### config.mk
export PLATFORM = sky130hd
export DESIGN_NAME = insn_fetch_unit_flat
export DESIGN_NICKNAME = d
export VERILOG_FILES = /design/src/rtl/insn_fetch_if.sv /design/src/rtl/insn_fetch_unit.sv /design/src/flat_wrapper.sv
export SDC_FILE = /design/constraint.sdc
export NUM_CORES = 1
export LEC_CHECK = 0
export ABC_AREA = 1
export CAP_MARGIN = 20
export CORE_MARGIN = 2
export CORE_UTILIZATION = 45
export CTS_BUF_LIST = sky130_fd_sc_hd__clkbuf_4 sky130_fd_sc_hd__clkbuf_8 sky130_fd_sc_hd__clkbuf_16
export CTS_CLUSTER_DIAMETER = 100
export DETAILED_ROUTE_END_ITERATION = 12
export GPL_TIMING_DRIVEN = 0
export PLACE_DENSITY = 0.82
export SETUP_SLACK_MARGIN = 0.2
export SLEW_MARGIN = 20
export SYNTH_ARGS = -nofsm -noshare
export SYNTH_HDL_FRONTEND = slang
export SYNTH_SLANG_ARGS = --single-unit
### constraint.sdc
create_clock -name clk -period 3.3 [get_ports clk]
set_input_delay 0.66 -clock clk [delete_from_list [all_inputs] [get_ports clk]]
set_output_delay 0.66 -clock clk [all_outputs]
set_load 0.03 [all_outputs]
### src/rtl/insn_fetch_if.sv
// Fetch-unit bus: byte memory port, redirect input and issue handshake to decode.
interface insn_fetch_if;
  logic [31:0] pc_in;
  logic        pc_load;
  logic [31:0] mem_addr;
  logic        mem_req;
  logic [7:0]  mem_rdata;
  logic        mem_ack;
  logic [31:0] insn;
  logic [9:0]  code;
  logic [31:0] pc_out;
  logic        insn_valid;
  logic        insn_ready;
  logic        illegal;

  // Fetch unit side.
  modport master (
    input  pc_in, pc_load, mem_rdata, mem_ack, insn_ready,
    output mem_addr, mem_req, insn, code, pc_out, insn_valid, illegal
  );

  // Environment side (core, memory and decoder).
  modport slave (
    output pc_in, pc_load, mem_rdata, mem_ack, insn_ready,
    input  mem_addr, mem_req, insn, code, pc_out, insn_valid, illegal
  );
endinterface

### src/rtl/insn_fetch_unit.sv
// Multi-cycle RV32I fetch: four byte reads assemble a word, classify opcode, issue.
module insn_fetch_unit #(
  parameter logic [31:0] RESET_PC = 32'h0000_0000
) (
  input  logic         clk,
  input  logic         reset,
  insn_fetch_if.master bus
);

  typedef enum logic [1:0] {IDLE, FETCH, ISSUE} state_t;

  state_t      state;
  logic [31:0] pc;
  logic [1:0]  k;
  logic [31:0] insn_q;
  logic [9:0]  code_q;
  logic [31:0] pc_out_q;
  logic        valid_q;
  logic        illegal_q;
  logic [9:0]  class_c;
  logic        unused_pc_lsb;

  // One-hot opcode class; zero means illegal.
  function automatic logic [9:0] classify(input logic [6:0] op);
    logic [9:0] c;
    c = 10'b0;
    case (op)
      7'b0110111: c[0] = 1'b1;
      7'b0010111: c[1] = 1'b1;
      7'b1101111: c[2] = 1'b1;
      7'b1100111: c[3] = 1'b1;
      7'b1100011: c[4] = 1'b1;
      7'b0000011: c[5] = 1'b1;
      7'b0100011: c[6] = 1'b1;
      7'b0010011: c[7] = 1'b1;
      7'b0110011: c[8] = 1'b1;
      7'b1110011,
      7'b0001111: c[9] = 1'b1;
      default:    c    = 10'b0;
    endcase
    return c;
  endfunction

  // Opcode lives in byte 0, already captured by the time the last byte arrives.
  always_comb class_c = classify(insn_q[6:0]);

  // Redirect targets are word aligned; the low bits carry no information.
  assign unused_pc_lsb = ^bus.pc_in[1:0];

  // Memory request is decoded from state and registers only, never from mem_ack.
  assign bus.mem_req  = (state == FETCH);
  assign bus.mem_addr = pc + 32'(k);

  assign bus.insn       = insn_q;
  assign bus.code       = code_q;
  assign bus.pc_out     = pc_out_q;
  assign bus.insn_valid = valid_q;
  assign bus.illegal    = illegal_q;

  // Fetch/issue state machine with all outputs registered.
  always_ff @(posedge clk or posedge reset) begin
    if (reset) begin
      state     <= IDLE;
      pc        <= RESET_PC;
      k         <= 2'd0;
      insn_q    <= 32'h0;
      code_q    <= 10'h0;
      pc_out_q  <= RESET_PC;
      valid_q   <= 1'b0;
      illegal_q <= 1'b0;
    end else begin
      case (state)
        IDLE: begin
          state <= FETCH;
          k     <= 2'd0;
        end
        FETCH: begin
          if (bus.pc_load) begin
            // Redirect drops any byte acknowledged in the same cycle.
            pc    <= {bus.pc_in[31:2], 2'b00};
            k     <= 2'd0;
            state <= FETCH;
          end else if (bus.mem_ack) begin
            insn_q[{k, 3'b000} +: 8] <= bus.mem_rdata;
            if (k == 2'd3) begin
              state     <= ISSUE;
              valid_q   <= 1'b1;
              pc_out_q  <= pc;
              code_q    <= class_c;
              illegal_q <= (class_c == 10'b0);
            end else begin
              k <= k + 2'd1;
            end
          end
        end
        ISSUE: begin
          if (bus.pc_load) begin
            // Redirect wins over accept; the issued instruction is consumed.
            pc      <= {bus.pc_in[31:2], 2'b00};
            k       <= 2'd0;
            state   <= FETCH;
            valid_q <= 1'b0;
          end else if (bus.insn_ready) begin
            pc      <= pc + 32'd4;
            k       <= 2'd0;
            state   <= FETCH;
            valid_q <= 1'b0;
          end
        end
        default: state <= IDLE;
      endcase
    end
  end

endmodule

### src/flat_wrapper.sv
// flat-port wrapper written by rule: the top's interface ports become plain ports
module insn_fetch_unit_flat 
#(
  parameter logic [31:0] RESET_PC = 32'h0000_0000
)
  (clk, reset, bus_pc_in, bus_pc_load, bus_mem_rdata, bus_mem_ack, bus_insn_ready, bus_mem_addr, bus_mem_req, bus_insn, bus_code, bus_pc_out, bus_insn_valid, bus_illegal);
  insn_fetch_if bus_i ();
  input  logic clk;
  input  logic reset;
  input wire logic [$bits(bus_i.pc_in)-1:0] bus_pc_in;
  input wire logic [$bits(bus_i.pc_load)-1:0] bus_pc_load;
  input wire logic [$bits(bus_i.mem_rdata)-1:0] bus_mem_rdata;
  input wire logic [$bits(bus_i.mem_ack)-1:0] bus_mem_ack;
  input wire logic [$bits(bus_i.insn_ready)-1:0] bus_insn_ready;
  output wire logic [$bits(bus_i.mem_addr)-1:0] bus_mem_addr;
  output wire logic [$bits(bus_i.mem_req)-1:0] bus_mem_req;
  output wire logic [$bits(bus_i.insn)-1:0] bus_insn;
  output wire logic [$bits(bus_i.code)-1:0] bus_code;
  output wire logic [$bits(bus_i.pc_out)-1:0] bus_pc_out;
  output wire logic [$bits(bus_i.insn_valid)-1:0] bus_insn_valid;
  output wire logic [$bits(bus_i.illegal)-1:0] bus_illegal;
  assign bus_i.pc_in = bus_pc_in;
  assign bus_i.pc_load = bus_pc_load;
  assign bus_i.mem_rdata = bus_mem_rdata;
  assign bus_i.mem_ack = bus_mem_ack;
  assign bus_i.insn_ready = bus_insn_ready;
  assign bus_mem_addr = bus_i.mem_addr;
  assign bus_mem_req = bus_i.mem_req;
  assign bus_insn = bus_i.insn;
  assign bus_code = bus_i.code;
  assign bus_pc_out = bus_i.pc_out;
  assign bus_insn_valid = bus_i.insn_valid;
  assign bus_illegal = bus_i.illegal;
  insn_fetch_unit #(.RESET_PC(RESET_PC)) u_core (.clk(clk), .reset(reset), .bus(bus_i));
endmodule
==> metrics, run 1 <==
largest area contributor in the netlist dfrtp_1; Setup crit end bus_mem_req; Compound-Gate Fraction of Synth Area approximately 11%; clk_lat worst skew about 0.35 ns; CORE AREA approximately 13000 um2; Placed Cells between 1000 and 1500; Die Height approximately 120 um; most frequent cells after synthesis nand2_1, dfrtp_1, o21ai_0, inv_1, nand3_1; ant diodes 0; crit share post-route 71.5%; Crit path required time 2.64 ns; Most used DFF post-synth dfrtp_1; Num CTS Buffers 9; Synth cell types 34; setup_tns 0 ns; Worst path max stage delay about 0.70 ns; Routed WL about 17 mm; Seq/Total Area, Yosys around 46%; warnings from Yosys 0; min Tclk post-route about 2.4 ns; worst r2r src u_core.k[0]; clock slew seen by the registers of the worst setup and hold paths 0.08 ns; Max Fclk between 400 and 500 MHz; fin. max-slew vios 0; R2R depth 7; Fin. Hold Viols 0; fraction of synthesized cell area in xor and xnor cells less than 1%; routability cong. 0.920; detailed-placement wirelength estimate approximately 13 mm; Final nets 1001; CP Launch Type register; Levels on crit path 4; DIE WIDTH about 120 um; largest family of logic cells by synthesized area simple AND/OR/NAND/NOR gates; Initial Util a little under half; clk_skew 0.00700 ns; Async SR Flop Fraction 100%; port bufs around 150; CP startpoint u_core.state[1]; die area 14100 um2; WL/cell about 15 um; Final Non-Filler Cells 1126; GRT Total Usage between 20% and 30%; DRT antenna net count 0; crit-path leading delay family buffers and inverters; flop-to-flop setup slack roughly 0.97 ns; P per Cell Area about 760 nW/um2; min-delay worst type reg -> reg; Avg Cell Area, Syn approximately 7.5 um2; adder-cell area share of the yosys netlist under 10%; CP Max Fanout 5; Vias 5768; CTS tree built; hold_buf cts 0; total power approximately 6000 uW; leakage approximately 0.0037 uW; CTS sink count roughly 110; Cells after Synth between 700 and 800; Peak VDD IR roughly 0.45 mV; Post-CTS Setup Repair Bufs 0; Worst Max-Slew Pin Slew approximately 0.62 ns; initial antenna violation count 0; CP arrival between 1.5 and 2 ns; row count around 40; R2R Path End u_core.bus.insn[4]; layout cells sized above 1 around 8.4%; Buf/Inv on CP 3; post-synth top area share between 40% and 50%; number of global-route vias before repair 5587; EDFF count, synth 0; Final Setup Violations 0; H-tree Lvls 3; CP Capture Type output pin; drt pass-1 iters 6; Worst Setup Path Type reg -> out; Vias per Instance approximately 5.1; worst relative slew slack between 50% and 60%; mux cell area share after synthesis 1.52%; post-place instance area 7670 um2; crit-path cells inv_1 -> nand2_2 -> clkinv_1 -> clkdlybuf4s50_1; largest net degree at the start of global routing 31; First DRT Iteration DRCs 381; Hold WS 0.487 ns; CTS resizes 0; design area 7990 um2; largest cells by area after synthesis dfrtp_1, nand2_1, o21ai_0; first-pass GRT wire length ~28 mm; GRT overflow 0; root buffer cell clkbuf_16; DRC errors left 0; maxcap violations 0; cell with the most instances after synthesis nand2_1; # IOs around 150; RSZ-0062 raised after global routing false; Max Buffers Root-to-Sink 2; Simple-Gate Fraction of Synth Area between 20% and 30%; area grow syn2layout 35.2%; synthesized flop and latch total between 100 and 150; mapped cell area slightly below 6000 um2; status finished, final reports clean; Critical-path top delay cell clkdlybuf4s50_1
[metrics by stage]
step                setup WS (ns)  utilization (%)
floorplan                    1.23                -
global placement            0.212             59.8
detailed placement           1.06             60.3
CTS                         0.928             62.8
global route                0.778             62.8
finish                      0.941             62.8
[worst register-to-register path, delay by kind of cell, from the launching register on]
| family | cells | cell delay (ns) |
|---|---|---|
| fa+ha+maj | 1 | 0.35 |
| flops | 1 | 0.46 |
| compound gates | 1 | 0.09 |
| simple gates | 2 | 0.60 |
| buf+inv | 3 | 0.76 |
[worst min-delay path by stage]
stage | slack, ns | start | end | cells after the start
floorplan | 0.49 | u_core.pc[31] | u_core.pc[31] | 2
global placement | 0.46 | u_core.bus.insn_valid | u_core.bus.insn_valid | 2
detailed placement | 0.47 | u_core.bus.insn_valid | u_core.bus.insn_valid | 2
CTS | 0.49 | u_core.bus.code[1] | u_core.bus.code[1] | 2
global route | 0.51 | u_core.bus.pc_out[12] | u_core.bus.pc_out[12] | 2
finish | 0.49 | u_core.bus.code[1] | u_core.bus.code[1] | 2
[placed cells by master (no fill, tap or decap), drive strengths merged, types with 15 or more instances in the layout]
| cell type | netlist | layout |
|---|---|---|
| nand2 | 229 | 229 |
| clkdlybuf4s50 | 0 | 148 |
| dfrtp | 108 | 108 |
| o21ai | 97 | 97 |
| inv | 74 | 77 |
| nor2 | 75 | 75 |
| nand3 | 63 | 63 |
| clkbuf | 41 | 51 |
| buf | 22 | 25 |
| nand4 | 21 | 21 |
| a21oi | 15 | 15 |
[report_power, final]
part / total [uW] / internal, uW / switching (uW)
Combinational: 2890 / 1080 / 1810
Sequential: 2030 / 1670 / 362
Clock: 1160 / 626 / 530
Total: 6080 / 3380 / 2700
[registers in the layout, summed over array words and instances, names as in the netlist]
name / cells
u_core.bus.illegal: 1
u_core.bus.code: 10
u_core.bus.pc_out: 30
u_core.bus.insn_valid: 1
u_core.bus.insn: 32
u_core.k: 2
u_core.pc: 30
u_core.state: 2
[layer usage]
layer	global-route usage, %	wire, um	vias up
li1	-	-	2833
met1	33.0	7450	2654
met2	38.9	7890	240
met3	6.37	1390	41
met4	10.9	571	0
met5	0	0	-
[kinds of logic (layout without fill, tap and decap cells)]
group                    count (synthesis)  count (layout)
buffers and inverters                  139             306
AO/OA/AOI/OAI                          125             125
XOR/XNOR                                 1               1
adder cells (fa/ha/maj)                  7               7
AND/OR/NAND/NOR                        399             399
flip-flops                             108             108
multiplexers                             6               6
other                                    1               2
[layout make-up]
class	instances	area, um2
Buffer	63	322
Clock buffer	10	239
Clock inverter	6	77.6
Fill cell	1150	4730
Inverter	76	289
Multi-Input combinational cell	540	2600
Sequential cell	108	2700
Tap cell	172	215
Timing Repair Buffer	151	1540
Note: power is estimated with default switching activity, not from simulation.
==> run 2: changes to the inputs <==
--- a/config.mk
+++ b/config.mk
@@ -8,12 +8,12 @@
 export ABC_AREA = 1
 export CAP_MARGIN = 20
 export CORE_MARGIN = 2
-export CORE_UTILIZATION = 45
+export CORE_UTILIZATION = 49
 export CTS_BUF_LIST = sky130_fd_sc_hd__clkbuf_4 sky130_fd_sc_hd__clkbuf_8 sky130_fd_sc_hd__clkbuf_16
 export CTS_CLUSTER_DIAMETER = 100
 export DETAILED_ROUTE_END_ITERATION = 12
 export GPL_TIMING_DRIVEN = 0
-export PLACE_DENSITY = 0.82
+export PLACE_DENSITY = 0.84
 export SETUP_SLACK_MARGIN = 0.2
 export SLEW_MARGIN = 20
 export SYNTH_ARGS = -nofsm -noshare
==> constraint.sdc (replaced) <==
create_clock -name clk -period 2.4 [get_ports clk]
set_input_delay 0.48 -clock clk [delete_from_list [all_inputs] [get_ports clk]]
set_output_delay 0.48 -clock clk [all_outputs]
set_load 0.03 [all_outputs]
==> run 2 against run 1 <==
Final cell count decreased by 2.2%. Largest cell class unchanged. Clock power increased by 36%. Largest power group unchanged. Sequential share of layout area about the same. Die area decreased by 7.9%. Via count increased by 1.4%. Worst setup slack got worse by 0.69 ns. Global-route usage increased by 2.0 points.
==> metrics, run 2 (synthesis gave the netlist of run 1 again) <==
maxcap violations 0 (unchanged); clk_skew 0.00701 ns (+0.00000400 ns); clk_lat worst skew 0.36 ns (about the same); max FFs per register 32 (unchanged); Routed WL 17.0 mm (-2.0%); Fin. Hold Viols 0 (unchanged); Worst Setup Path Type reg -> out; number of global-route vias before repair 5580 (-0.13%); Vias per Instance 5.31 (+3.7%); min Tclk post-route roughly 2.1 ns; DRC errors left 0 (unchanged); root buffer cell clkbuf_16; grt met2 use 42.0% (+3.1 points); DIE WIDTH 114 um (-4.0%); drt pass-1 iters 5 (-1); Max Fclk ~470 MHz; Max Buffers Root-to-Sink 2 (unchanged); GR Layer Usage met3 6.48% (+0.11 points); Vias 5851 (+1.4%); Num CTS Buffers 9 (unchanged); Crit path required time 1.92 ns (-0.72 ns); CP Launch Type register; routability cong. 0.969 (+5.3%); First DRT Iteration DRCs 373 (-2.1%); CTS sink count 108 (unchanged); Die Height 114 um (-4.0%); Worst Max-Slew Pin Slew 0.691 ns (+0.0695 ns); Final nets 1001 (unchanged); Final Setup Violations 0 (unchanged); min-delay worst type in -> reg; H-tree Lvls 3 (unchanged); utilization after layout 67.0% (+4.2 points); Placed Cells 1085 (-2.3%); global-route track usage on met1 35.8% (+2.8 points); # IOs 154 (unchanged); CTS tree built; largest net degree at the start of global routing 34 (+9.7%); Initial Util 49.6% (+3.2 points); Post-CTS Setup Repair Bufs 0 (unchanged); crit share post-route about 89%; most frequent cells in the layout nand2_1, clkdlybuf4s50_1, dfrtp_1, o21ai_0, inv_1; Worst path max stage delay 0.67 ns (-0.03 ns); initial antenna violation count 0 (unchanged); commonest non-fill, non-tap cell in the layout nand2_1; detailed-placement wirelength estimate 12.7 mm (-2.4%); GRT overflow 0 (unchanged); Fill cells 1013 (-12%); DRT antenna net count 0 (unchanged); fin. max-slew vios 0 (unchanged); Critical-path top delay cell clkdlybuf4s50_1; port bufs 148 (unchanged); most used routing layer met2; clock slew seen by the registers of the worst setup and hold paths 0.07 ns (about the same); WL/cell 15.4 um (+0.20%); RSZ-0062 raised after global routing false; CP Capture Type output pin; leakage 0.00371 uW (+0.49%); P per Cell Area 1050 nW/um2 (+38%); die area 13000 um2 (-7.9%); CP Max Fanout 6 (+1); Peak VDD IR 0.562 mV (+26%); status finished, final reports clean; GRT Total Usage 27.1% (+2.0 points); ant diodes 0 (unchanged); row count 40 (-2.4%); CORE AREA 11900 um2 (-6.4%); first-pass GRT wire length 27.7 mm (-1.6%); CP arrival 1.66 ns (-0.04 ns); worst relative slew slack 53.9% (-4.6 points); crit-path cells clkbuf_1 -> clkdlybuf4s50_1; layout cells sized above 1 8.81% (+0.42 points); Final Non-Filler Cells 1101 (-2.2%); area grow syn2layout 35.1%
[run 2: cell count changes in the layout (fill, tap and decap cells not counted), sizes merged]
cell	before	now
clkbuf	51	53
clkdlybuf4s50	148	147
clkinv	2	4
clkinvlp	2	1
inv	77	74
dlymetal6s2s	0	1
[run 2: final timing paths]
kind                               startpoint  slack (ns)  cells past startpoint                   end
min                               bus_pc_load        0.42                      3       u_core.state[0]
min reg2reg                u_core.bus.code[0]        0.48                      2    u_core.bus.code[0]
max reg2reg                       u_core.k[0]        0.44                      7   u_core.bus.insn[22]
max                             u_core.pc[10]        0.26                      2      bus_mem_addr[10]
min in group asynchronous               reset        0.58                      2  u_core.bus.pc_out[3]
max in group asynchronous               reset        1.22                      3         u_core.pc[23]
[run 2: area by class of cell]
cell class / count / area [um2] / area share, %
plain buffers: 63 / 324 / 4.06
repair buffers: 151 / 1550 / 19.4
clock inverters: 4 / 56.3 / 0.705
inverters: 76 / 289 / 3.62
flip-flops and latches: 108 / 2700 / 33.9
multi-input cells: 540 / 2610 / 32.7
well taps: 147 / 184 / 2.30
clock buffers: 12 / 260 / 3.26
[run 2: timing repair]
item | 4_1_cts | 5_1_grt
hold buffers | 0 | 0
endpoints found under the hold margin | 0 | 0
setup endpoints to repair | 12 | 34
pin swaps | 0 | 0
gates resized for setup | 2 | 6
[run 2: where the power goes]
group	switching (uW)	leakage [uW]	total, uW	internal (uW)
Clock	697	0.000157	1580	887
Sequential	495	0.00141	2790	2300
Combinational	2520	0.00214	4020	1500
Total	3710	0.00371	8400	4690
[run 2: worst max-delay path, delay by kind of cell, from the launching register on]
| kind | cells | cell delay (ns) |
|---|---|---|
| flops | 1 | 0.50 |
| buf+inv | 2 | 0.80 |
[run 2: stage by stage]
| step | total power, uW | instance area [um2] | hold WS (ns) | setup TNS (ns) | worst slack [ns] |
|---|---|---|---|---|---|
| after CTS | 8370 | 7970 | 0.421 | 0 | 0.202 |
| final | 8400 | 7980 | 0.422 | 0 | 0.255 |
| after global placement | 6680 | 7580 | 0.464 | -50.34 | -0.472 |
| after global routing | 8870 | 7980 | 0.442 | 0 | 0.204 |
| after floorplan | 5180 | 5920 | 0.490 | 0 | 0.332 |
| after detailed placement | 6760 | 7650 | 0.468 | 0 | 0.130 |
[run 2: layer usage]
| layer | vias to the layer above | routed length (um) | part of all wire (%) |
|---|---|---|---|
| met2 | 241 | 7790 | 46 |
| met3 | 46 | 1400 | 8.2 |
| met5 | - | 0 | 0 |
| met1 | 2722 | 7220 | 43 |
| met4 | 0 | 550 | 3.2 |
| li1 | 2842 | - | - |
==> run 3: changes to the inputs <==
--- a/config.mk
+++ b/config.mk
@@ -13,7 +13,7 @@
 export CTS_CLUSTER_DIAMETER = 100
 export DETAILED_ROUTE_END_ITERATION = 12
 export GPL_TIMING_DRIVEN = 0
-export PLACE_DENSITY = 0.84
+export PLACE_DENSITY = 0.85
 export SETUP_SLACK_MARGIN = 0.2
 export SLEW_MARGIN = 20
 export SYNTH_ARGS = -nofsm -noshare
==> run 3 against run 2 <==
Clock skew is 0.0020 ns lower. Final cell count stayed put. Fmax is 1.3% higher. Sequential share of layout area is 0.058 points lower. Worst setup slack better by 0.027 ns. Sequential cell count stayed put. Critical endpoint unchanged.
==> metrics, run 3 (synthesis gave the netlist of run 1 again) <==
GRT overflow 0 (unchanged); Final Setup Violations 0 (unchanged); CP Max Fanout 6 (unchanged); GRT Total Usage 26.9% (-0.18 points); Routed WL 17.0 mm (+0.53%); Fin. Hold Viols 0 (unchanged); pre-CTS setup slack 0.138 ns (+0.00826 ns); Fill cells 996 (-1.7%); routability cong. 0.976 (+0.73%); DIE WIDTH 114 um (unchanged); P per Cell Area 1060 nW/um2 (+0.84%); clk_lat worst skew 0.36 ns (about the same); most frequent cells in the layout nand2_1, clkdlybuf4s50_1, dfrtp_1, o21ai_0, inv_1; min Tclk post-route 2.12 ns (-0.0270 ns); total power 8480 uW (+1.0%); Die Height 114 um (unchanged); drt pass-1 iters 5 (unchanged); Worst Max-Slew Pin Slew 0.528 ns (-0.163 ns); CP Capture Type output pin; fin. max-slew vios 0 (unchanged); Max Buffers Root-to-Sink 2 (unchanged); Vias 5764 (-1.5%); clock slew seen by the registers of the worst setup and hold paths 0.07 ns (about the same); layout cells sized above 1 8.91% (+0.10 points); Num CTS Buffers 9 (unchanged); worst relative slew slack 64.7% (+11 points); largest net degree at the start of global routing 33 (-2.9%); Post-CTS Setup Repair Bufs 0 (unchanged); Vias per Instance 5.24 (-1.5%); root buffer cell clkbuf_16; CORE AREA 11900 um2 (unchanged); row count 40 (unchanged); hold_buf cts 0 (unchanged); ant diodes 0 (unchanged); H-tree Lvls 3 (unchanged); area grow syn2layout 35.3%; Worst Setup Path Type reg -> out; crit share post-route 88.2% (-1.1 points); # IOs 154 (unchanged); CP arrival 1.64 ns (-0.02 ns); Initial Util 49.6% (unchanged); die area 13000 um2 (unchanged); number of global-route vias before repair 5429 (-2.7%); leakage 0.00372 uW (+0.26%); port bufs 148 (unchanged); DRC errors left 0 (unchanged); Peak VDD IR 0.764 mV (+36%); First DRT Iteration DRCs 438 (+17%); CTS resizes 1 (-1); Final nets 1001 (unchanged); commonest non-fill, non-tap cell in the layout nand2_1; WL/cell 15.5 um (+0.53%); Max Fclk 472 MHz (+1.3%); CP Launch Type register; max FFs per register 32 (unchanged); min-delay worst type in -> reg; status finished, final reports clean; first-pass GRT wire length 27.2 mm (-1.9%); Crit path required time 1.92 ns (about the same); clk_skew 0.00500 ns (-0.00200 ns); DRT antenna net count 0 (unchanged); RSZ-0062 raised after global routing false; initial antenna violation count 0 (unchanged); CTS sink count 108 (unchanged); CTS tree built; maxcap violations 0 (unchanged); final worst slack 0.282 ns (+0.0270 ns); detailed-placement wirelength estimate 12.7 mm (+0.17%)
==> run 3: cell count changes in the layout (fill, tap and decap cells not counted) <==
cell	change
buf_1	-1
buf_12	+1
buf_16	-1
bufinv_16	+1
clkbuf_2	+1
clkbuf_4	+1
clkinv_4	-1
inv_6	-1
==> run 3: path summary, 6_finish.rpt <==
path | slack, ns | to | start | depth (start not counted)
min in group asynchronous | 0.53 | u_core.bus.pc_out[3] | reset | 2
max in group asynchronous | 1.14 | u_core.bus.pc_out[31] | reset | 4
worst min register to register | 0.49 | u_core.bus.pc_out[22] | u_core.bus.pc_out[22] | 2
worst max register to register | 0.40 | u_core.bus.insn[18] | u_core.k[0] | 7
worst min-delay path | 0.43 | u_core.state[0] | bus_pc_load | 3
worst max-delay path | 0.28 | bus_mem_addr[10] | u_core.pc[10] | 2
==> run 3: cell type report <==
class	count	area [um2]	area share, %
clock buffer	13	268	3.35
inverter	76	289	3.62
buffer	63	325	4.07
timing repair buffer	151	1540	19.3
multi-input combinational	540	2610	32.7
clock inverter	3	68.8	0.861
sequential	108	2700	33.8
tap	147	184	2.30
==> run 3: per-stage QoR <==
| stage | cell area, um2 | instances | hold slack [ns] | setup TNS, ns | utilization (%) |
|---|---|---|---|---|---|
| global placement | 7580 | 1082 | 0.460 | -51.62 | 63.7 |
| CTS | 7980 | 1101 | 0.418 | 0 | 67.0 |
| global route | 8000 | 1101 | 0.447 | 0 | 67.1 |
| floorplan | 5920 | 787 | 0.490 | 0 | - |
| finish | 8000 | 1101 | 0.427 | 0 | 67.1 |
| detailed placement | 7640 | 1085 | 0.474 | 0 | 64.2 |
==> run 3: metal layers <==
metal / wire [um] / global-route usage (%) / part of all wire, % / vias to the layer above
met1: 7480 / 35.8 / 44 / 2683
met4: 381 / 10.7 / 2.2 / 0
met3: 1370 / 7.28 / 8.0 / 35
li1: - / - / - / 2827
met5: 0 / 0 / 0 / -
met2: 7820 / 42.0 / 46 / 219
==> run 3: power by group <==
group	total (uW)	internal (uW)	switching, uW	leakage [uW]
Combinational	4020	1510	2510	0.00214
Clock	1660	997	660	0.000167
Sequential	2800	2300	506	0.00141
==> run 3: worst max-delay path: stages (launching register included) <==
cell and delay (ns):
dfrtp_1 0.50, clkbuf_1 0.12, clkdlybuf4s50_1 0.66
